`config.mk`:
```
export PLATFORM = sky130hd
export DESIGN_NAME = conv_encoder_packer
export DESIGN_NICKNAME = d
export VERILOG_FILES = /design/src/rtl/conv_encoder_packer.sv
export SDC_FILE = /design/constraint.sdc
export NUM_CORES = 1
export LEC_CHECK = 0
export CORE_ASPECT_RATIO = 0.6
export CORE_UTILIZATION = 45
export CTS_BUF_LIST = sky130_fd_sc_hd__clkbuf_8
export DETAILED_ROUTE_END_ITERATION = 12
export PLACE_DENSITY = 0.7
export SLEW_MARGIN = 10
export SYNTH_ARGS = -nofsm -noshare
export SYNTH_HDL_FRONTEND = slang
export SYNTH_SLANG_ARGS = --single-unit
export TNS_END_PERCENT = 1
```
`constraint.sdc`:
```
create_clock -name clk -period 1.8 [get_ports clk]
set_input_delay 0.27 -clock clk [delete_from_list [all_inputs] [get_ports clk]]
set_output_delay 0.27 -clock clk [all_outputs]
set_load 0.01 [all_outputs]
```
`src/rtl/conv_encoder_packer.sv`:
```
// Rate-1/2 K=3 convolutional encoder with trellis termination.
// Coded pairs are packed eight to a 16-bit word behind a valid/ready handshake.
module conv_encoder_packer #(
  parameter logic [2:0] G0 = 3'b111,
  parameter logic [2:0] G1 = 3'b101
) (
  input  logic        clk,
  input  logic        rst,
  input  logic        bit_in,
  input  logic        bit_valid,
  output logic        bit_ready,
  input  logic        term,
  output logic [15:0] data_out,
  output logic        out_valid,
  input  logic        out_ready,
  output logic        out_last
);

  typedef enum logic [1:0] {
    ACCEPT,
    TAIL,
    PAD,
    HOLD
  } state_t;

  state_t      st;
  logic [1:0]  enc_st;
  logic [2:0]  pair_cnt;
  logic        tail_cnt;
  logic        tail_pend;

  logic        enc_b;
  logic [2:0]  taps;
  logic [1:0]  pair;
  logic [3:0]  slot_hi;
  logic        last_slot;

  assign bit_ready = (st == ACCEPT);
  assign out_valid = (st == HOLD);
  assign last_slot = (pair_cnt == 3'd7);
  assign slot_hi   = 4'd15 - {pair_cnt, 1'b0};

  // Coded pair for the bit entering the trellis (tail bits are zero).
  always_comb begin
    enc_b = 1'b0;
    if (st == ACCEPT) enc_b = bit_in;
    taps = {enc_b, enc_st};
    pair = {^(G0 & taps), ^(G1 & taps)};
  end

  // Block FSM: accept data, flush tail, pad the word, hold for downstream.
  always_ff @(posedge clk) begin
    if (rst) begin
      st        <= ACCEPT;
      enc_st    <= 2'b00;
      pair_cnt  <= 3'd0;
      tail_cnt  <= 1'b0;
      tail_pend <= 1'b0;
      data_out  <= 16'h0000;
      out_last  <= 1'b0;
    end else begin
      unique case (st)
        ACCEPT: begin
          if (term) tail_pend <= 1'b1;
          if (bit_valid) begin
            data_out[slot_hi -: 2] <= pair;
            enc_st   <= {bit_in, enc_st[1]};
            pair_cnt <= pair_cnt + 3'd1;
            if (last_slot) begin
              st       <= HOLD;
              out_last <= 1'b0;
            end else if (term) begin
              st <= TAIL;
            end
          end else if (term) begin
            st <= TAIL;
          end
        end
        TAIL: begin
          data_out[slot_hi -: 2] <= pair;
          enc_st   <= {1'b0, enc_st[1]};
          pair_cnt <= pair_cnt + 3'd1;
          if (tail_cnt) begin
            tail_cnt  <= 1'b0;
            tail_pend <= 1'b0;
          end else begin
            tail_cnt <= 1'b1;
          end
          if (last_slot) begin
            st       <= HOLD;
            out_last <= tail_cnt;
          end else if (tail_cnt) begin
            st <= PAD;
          end
        end
        PAD: begin
          data_out[slot_hi -: 2] <= 2'b00;
          pair_cnt <= pair_cnt + 3'd1;
          if (last_slot) begin
            st       <= HOLD;
            out_last <= 1'b1;
          end
        end
        HOLD: begin
          if (out_ready) begin
            st       <= tail_pend ? TAIL : ACCEPT;
            out_last <= 1'b0;
          end
        end
        default: st <= ACCEPT;
      endcase
    end
  end

endmodule

```
# == After elaboration in Yosys (flattened, before gate mapping) ==
# Cells that the tools add are included.
# word_totals
word_cells,66
register_bits,26
latchBits,0
romBits,0
in_bits,6
n_memories,0
ram_bits,0
out_inout_bits,19
# classes
reduce_logical,13
eq_ne,12
shift,3
n_div,0
n_bitwise,0
mul,0
muxes,28
magnitude_cmp,0
addsub,3
# op_table
operator,n
16-bit case mux with 3 select lines,1
16-bit bitwise mux,2
2-bit by 6-bit variable shift with 17-bit output (first input constant),1
2-bit by 6-bit indexed part select with 17-bit output,1
2-bit by 6-bit indexed part select with 17-bit output (first input constant),1
16-bit 2-to-1 mux,1
2-bit 2-to-1 mux,8
1-bit 2-to-1 mux,10
2-bit inequality test (second input constant),4
2-bit case mux with 4 select lines,1
2-bit by 1-bit inequality test with 1-bit output (second input constant),3
4-bit negation with 6-bit output,1
3-bit case mux with 2 select lines,1
2-bit AND reduction,3
3-bit AND reduction,2
3-bit parity,2
5-bit AND reduction,1
2-bit equality test (second input constant),2
1-bit case mux with 4 select lines,1
2-bit case mux with 2 select lines,1
2-bit nonzero test,2
4-bit subtractor (first input constant),1
3-bit by 1-bit adder with 3-bit output (second input constant),1
3-bit equality test (second input constant),1
other kinds (7),7

# == Depth between registers and ports, before layout ==
# Gate-level depths: netlist of run 1.
# logic_depth
depth_word,7
depth_mapped,8
mapped_depth_nobuf,6

# == Worst setup path before layout of run 1 ==
# No wires, ideal clock.
# synth_path
path_type,reg2reg
startpoint,reg st[0]
endpoint,reg data_out[9]
t_arrival_ps,1534
setup_ps,115
required_time_ps,1685
n_path_buf,1
period_less_slack_ps,1648
path_slack_ps,152
stages_incl_launch_ff,8
cell_sequence,dfxtp_1 > inv_1 > ha_1 > buf_6 > nand2_2 > xnor3_2 > and4_4 > o21ba_1
# synth_via
elab_chain_len,7
word_cells_on_any_way,13
cone_classes,eq/ne: 3; shift: 1; mux: 4; reduce/logical: 5
# synth_lines
item,line,text
"start, declared",26,state_t st;
"start signal, assigned",106,st <= tail_pend ? TAIL : ACCEPT;
2-bit zero test (*),n/a,
net bit_ready,11,"output logic bit_ready,"
1-bit 2-to-1 mux,46,if (st == ACCEPT) enc_b = bit_in;
3-bit parity,48,"pair = {^(G0 & taps), ^(G1 & taps)};"
2-bit by 6-bit indexed part select with 17-bit output,"66, 80",
16-bit bitwise mux,"66, 80",
16-bit 2-to-1 mux,65,if (bit_valid) begin
16-bit case mux with 3 select lines,62,unique case (st)
"end signal, assigned by index",66,data_out[slot_hi -: 2] <= pair;
"end signal, assigned by index",80,data_out[slot_hi -: 2] <= pair;
"end, declared",13,"output logic [15:0] data_out,"
# Mark *: on every way through the listed nets, which the timed path passes. The rest lies on a longest branch. The select of a mux whose other input is x is not followed.
# A chain may end at the register's enable or synchronous reset.

# == Final worst setup path of run 1 ==
# layout_path
startpoint,reg st[0]
endpoint,out bit_ready
# layout_via
elab_chain_len,1
# layout_lines
item,line,text
2-bit zero test,38,assign bit_ready = (st == ACCEPT);
"end, declared",11,
# No other way between the ends.

==> impl_metrics.toml, run 1 <==
[worst_setup_path]
cp-start-kind = "flop"
required_ns = 1.53
crit_type = "reg -> out"
cp.arrival_ns = 1.46
cp-end-kind = "output pin"
crit_fanout = 5

[logic_synthesis]
avgSynthCellArea_sq_um = 9.16
yosysUniqueCellTypes = 37
syn_nets = 177
ys_ff_latch = 26
synth-seq-area-share_pct = 35.7
netlist_area_sq_um = 1460
yosys.area.top_type = "dfxtp_1"
yosys-top-cells-area = "dfxtp_1 (36%), ha_1 (10%), mux2i_1 (5.5%)"
ys_warn_count = 0
synthDominantCellAreaShare_pct = 35.7
synth_cells = 159

[timing]
setup_tns_ns = 0
clock_skew_ns = 0.00624
period_share_pct = 95.8
setup_viol = 0
finalHoldViolCount = 0
fin_crit_ns = 1.73
rsz0062_at_grt = "no"
fmax_mhz = 580
slew_headroom_pct = 73.0
worst_pin_slew_ns = 0.401
fin_hold_ws_ns = 0.479
report.final.slew_viol_count = 0

[clocking]
cts_setup_buffers = 0
cts_tree = "yes"
cts_buffers = 3
cts_root_buf = "clkbuf_8"
clkLatencyLatePin_ns = 0.27
path_clk_slew_ns = 0.09
cts_sinks = 26
htree_levels = 1
ctsHoldBuffers = 0
clockBufferDepth = 2

[final_layout]
drive_gt1_share_pct = 17.2
synthToLayoutAreaGrowth_pct = 24.7
fin_area_sq_um = 1820
antenna_cells = 0
final_nets = 206
fillers = 260

[die]
start_util_pct = 49.1
die_h_um = 46.1
die_x_um = 75.4
dieArea_sq_um = 3480
pin_count = 25
core_sq_um = 2970
row_count = 15

[global_route]
grt_pass1_wl_um = 5220
grt_max_degree = 24
grt_use_total_pct = 20.6
grt_pass1_vias = 1124
antenna_found_initial = 0
overflow = 0

[run_status]
outcome = "complete, no violations"

[routing]
detail_route.iter0.violations = 64
ant_nets = 0
wire_per_inst_um = 13.5
vias = 1207
drt_wl_total_um = 3090
vias_per_cell = 5.29
drtPass1Iterations = 4
drc_errors = 0

[power_and_ir_drop]
vdd_drop_max_uv = 986
p_per_area_nw_per_um2 = 1230
power_mw = 2.23
power.leakage_nw = 0.723

[place]
dpl_cell_area_sq_um = 1750
place_congestion = 0.893
port_buffers = 24
dp_hpwl_um = 2390

[min_path]
holdCritPathClass = "reg -> reg"

[flow_run]
cap_violations = 0
==> worst paths after layout <==
path                            slack, ns  cells after the start        start          end
worst max register to register       0.17                      6        st[0]        st[0]
worst min register to register       0.48                      2  data_out[3]  data_out[3]
worst max-delay path                 0.07                      3        st[0]    bit_ready
worst min-delay path                 0.48                      2  data_out[3]  data_out[3]
==> registers in the layout, summed over array words and instances (netlist names) <==
signal and flops:
data_out 16, enc_st 2, out_last 1, pair_cnt 3, st 2, tail_cnt 1
tail_pend 1
==> metal layers <==
layer | vias to the layer above | wire length (um) | global-route usage (%)
met4 | 0 | 22 | 3.33
li1 | 614 | - | -
met5 | - | 0 | 0
met3 | 2 | 194 | 5.91
met2 | 41 | 1270 | 32.5
met1 | 550 | 1590 | 28.6
==> cells by family (layout without fill, tap and decap cells) <==
logic type                 count (synthesis)  count (layout)  share of synthesized area, %
buffers and inverters                     15              42                          5.58
muxes                                      8               8                          5.50
adders and majority gates                 12              12                          10.3
xor gates and xnor gates                   3               3                          2.84
AOI/OAI and AO/OA                         31              31                          14.1
and+or+nand+nor                           64              64                          25.9
DFF                                       26              26                          35.7
==> per-stage QoR <==
step	instances	utilization, %	setup slack (ns)
final	228	61.2	0.0750
after global routing	228	61.2	0.0183
after CTS	228	61.0	0.0381
after detailed placement	225	59.2	0.0367
after global placement	225	59.2	0.0885
after floorplan	159	-	0.152
==> placed cells by master (no fill, tap or decap), drive strengths merged <==
master	Yosys	routed
nand3	7	7
nor3	4	4
nor3b	1	1
nand3b	6	6
nor4	4	4
a311oi	1	1
nor2b	3	3
nor2	12	12
nand2	14	14
a21boi	2	2
a21oi	8	8
and2b	1	1
clkdlybuf4s50	0	24
buf	5	8
ha	12	12
nand2b	7	7
dfxtp	26	26
clkbuf	3	3
a21bo	3	3
xnor3	1	1
and4	1	1
a211oi	3	3
xnor2	2	2
nand4	3	3
a2bb2oi	1	1
o21ai	11	11
mux2i	8	8
inv	7	7
o21ba	2	2
nand4b	1	1
==> worst max-delay path, stage by stage, from the launching register on <==
cell and delay [ns]:
dfxtp_2 0.35, inv_2 0.10, ha_4 0.18, clkdlybuf4s50_1 0.55
==> synth_stat cells (all sizes together) <==
master and instances:
inv 7, a2bb2oi 1, and4 1, buf 5
mux2i 8, nor2b 3, xnor2 2, a21oi 8
ha 12, nand4b 1, o21ba 2, nand2b 7
a21boi 2, xnor3 1, and2b 1, nor2 12
nor3b 1, nand3b 6, a211oi 3, o21ai 11
nor4 4, clkbuf 3, nor3 4, nand3 7
a311oi 1, nand2 14, nand4 3, dfxtp 26
a21bo 3
==> report_power, final <==
part,switching (mW),total [mW],internal [mW]
combinational,0.642,1.17,0.523
clock,0.168,0.318,0.150
sequential,0.0756,0.747,0.672
==> timing repair <==
item / CTS / global route
setup endpoints to repair: 1 / 5
gates cloned: 0 / 0
gates resized for setup: 4 / 4
==> layout make-up <==
cell class                 instances  area [sq um]  area share, %
tap                               42          52.6           2.89
multi-input combinational        118           872           48.0
inverter                           7          26.3           1.45
clock buffer                       3          41.3           2.27
sequential                        26           523           28.8
timing repair buffer              32           300           16.5
No activity file was read; power rests on OpenSTA's default activity.
==> inputs of run 2 (changes only) <==
SKIP_CTS_REPAIR_TIMING = 1   (was unset)
==> impl_metrics.toml, run 2 (synthesized netlist as in run 1, its figures left out) <==
[routing]
vias_per_cell = 5.32
drc_errors = 0
wire_per_inst_um = 13.5
drtPass1Iterations = 4
drt_wl_total_um = 3070
vias = 1212
detail_route.iter0.violations = 72
ant_nets = 0

[clocking]
cts_sinks = 26
path_clk_slew_ns = 0.08
cts_tree = "yes"
htree_levels = 1
clkLatencyLatePin_ns = 0.26
cts_buffers = 3
cts_root_buf = "clkbuf_8"
clockBufferDepth = 2

[global_route]
grt_max_degree = 24
antenna_found_initial = 0
grt_pass1_vias = 1128
grt_pass1_wl_um = 5220
grt_use_total_pct = 20.6
overflow = 0

[final_layout]
fin_util_pct = 61.4
largest_reg_flops = 16
layout_common_cells = "dfxtp_1 (24), clkdlybuf4s50_1 (24), nand2_1 (13)"
top_regs = "data_out x16, pair_cnt x3"
final_nets = 206
drive_gt1_share_pct = 17.7
antenna_cells = 0
synthToLayoutAreaGrowth_pct = 25.0
fillers = 263
regMostFlops = "data_out"
final_cells = 228

[die]
start_util_pct = 49.1
die_h_um = 46.1
core_sq_um = 2970
row_count = 15
pin_count = 25
dieArea_sq_um = 3480
die_x_um = 75.4

[timing]
slew_headroom_pct = 72.9
setup_tns_ns = 0
setup_ws_ns = 0.0770
worst_pin_slew_ns = 0.402
fmax_mhz = 580
fin_crit_ns = 1.72
setup_viol = 0
rsz0062_at_grt = "no"
report.final.slew_viol_count = 0
period_share_pct = 95.7
fin_hold_ws_ns = 0.480
finalHoldViolCount = 0
clock_skew_ns = 0.00518

[worst_setup_path]
required_ns = 1.53
cp-start-kind = "flop"
reg2reg_from = "st[0]"
crit_type = "reg -> out"
cp.arrival_ns = 1.45
cp-end-kind = "output pin"
critPathLaunch = "st[0]"
crit_fanout = 5

[power_and_ir_drop]
p_per_area_nw_per_um2 = 1230
vdd_drop_max_uv = 987
power.leakage_nw = 0.727

[place]
dp_hpwl_um = 2390
place_ws_ns = 0.0367
port_buffers = 24
dp.cells = 225
place_congestion = 0.893

[min_path]
holdCritPathClass = "reg -> reg"
worstHoldStart = "data_out[3]"

[flow_run]
cap_violations = 0

[run_status]
outcome = "complete, no violations"
run 2: cell count changes in the layout (fill, tap and decap cells not counted):
cell,change
nor3b_1,-1
nor3b_2,+1
run 2: final cells by class:
cell class / count / area (sq um) / area share [%]
Multi-Input combinational cell: 118 / 877 / 48.2
Sequential cell: 26 / 523 / 28.7
Tap cell: 42 / 52.6 / 2.89
Timing Repair Buffer: 32 / 300 / 16.5
Clock buffer: 3 / 41.3 / 2.27
Inverter: 7 / 26.3 / 1.44
run 2: critical path, cell delays in order (launching register included):
cell and delay [ns]:
dfxtp_2 0.35, inv_2 0.10, ha_4 0.18, clkdlybuf4s50_1 0.55
run 2: final timing paths:
| kind | cells after the start | end | slack (ns) |
|---|---|---|---|
| setup / recovery | 3 | bit_ready | 0.08 |
| hold / removal | 2 | data_out[3] | 0.48 |
| setup reg to reg | 6 | st[0] | 0.16 |
| hold reg to reg | 2 | data_out[3] | 0.48 |
run 2: layer usage:
metal	up-vias	part of all wire, %	global-route usage [%]
met5	-	0	0
met1	563	52	28.7
li1	610	-	-
met4	0	0.72	3.33
met3	2	4.9	5.91
met2	37	42	32.3
run 2: power breakdown:
part | switching [mW] | internal [mW]
Clock | 0.168 | 0.150
Sequential | 0.0758 | 0.672
Combinational | 0.642 | 0.527
run 2: per-stage QoR:
step	area [sq um]	power, mW
after global placement	1750	1.84
final	1820	2.23
after floorplan	1460	1.55
after global routing	1820	2.40
after CTS	1800	2.19
after detailed placement	1750	1.87
==> inputs of run 3 (changes only) <==
GPL_ROUTABILITY_DRIVEN = 0   (was unset)
==> results of run 3 <==
The final DEF is identical to that of run 2; final timing and power are the same.
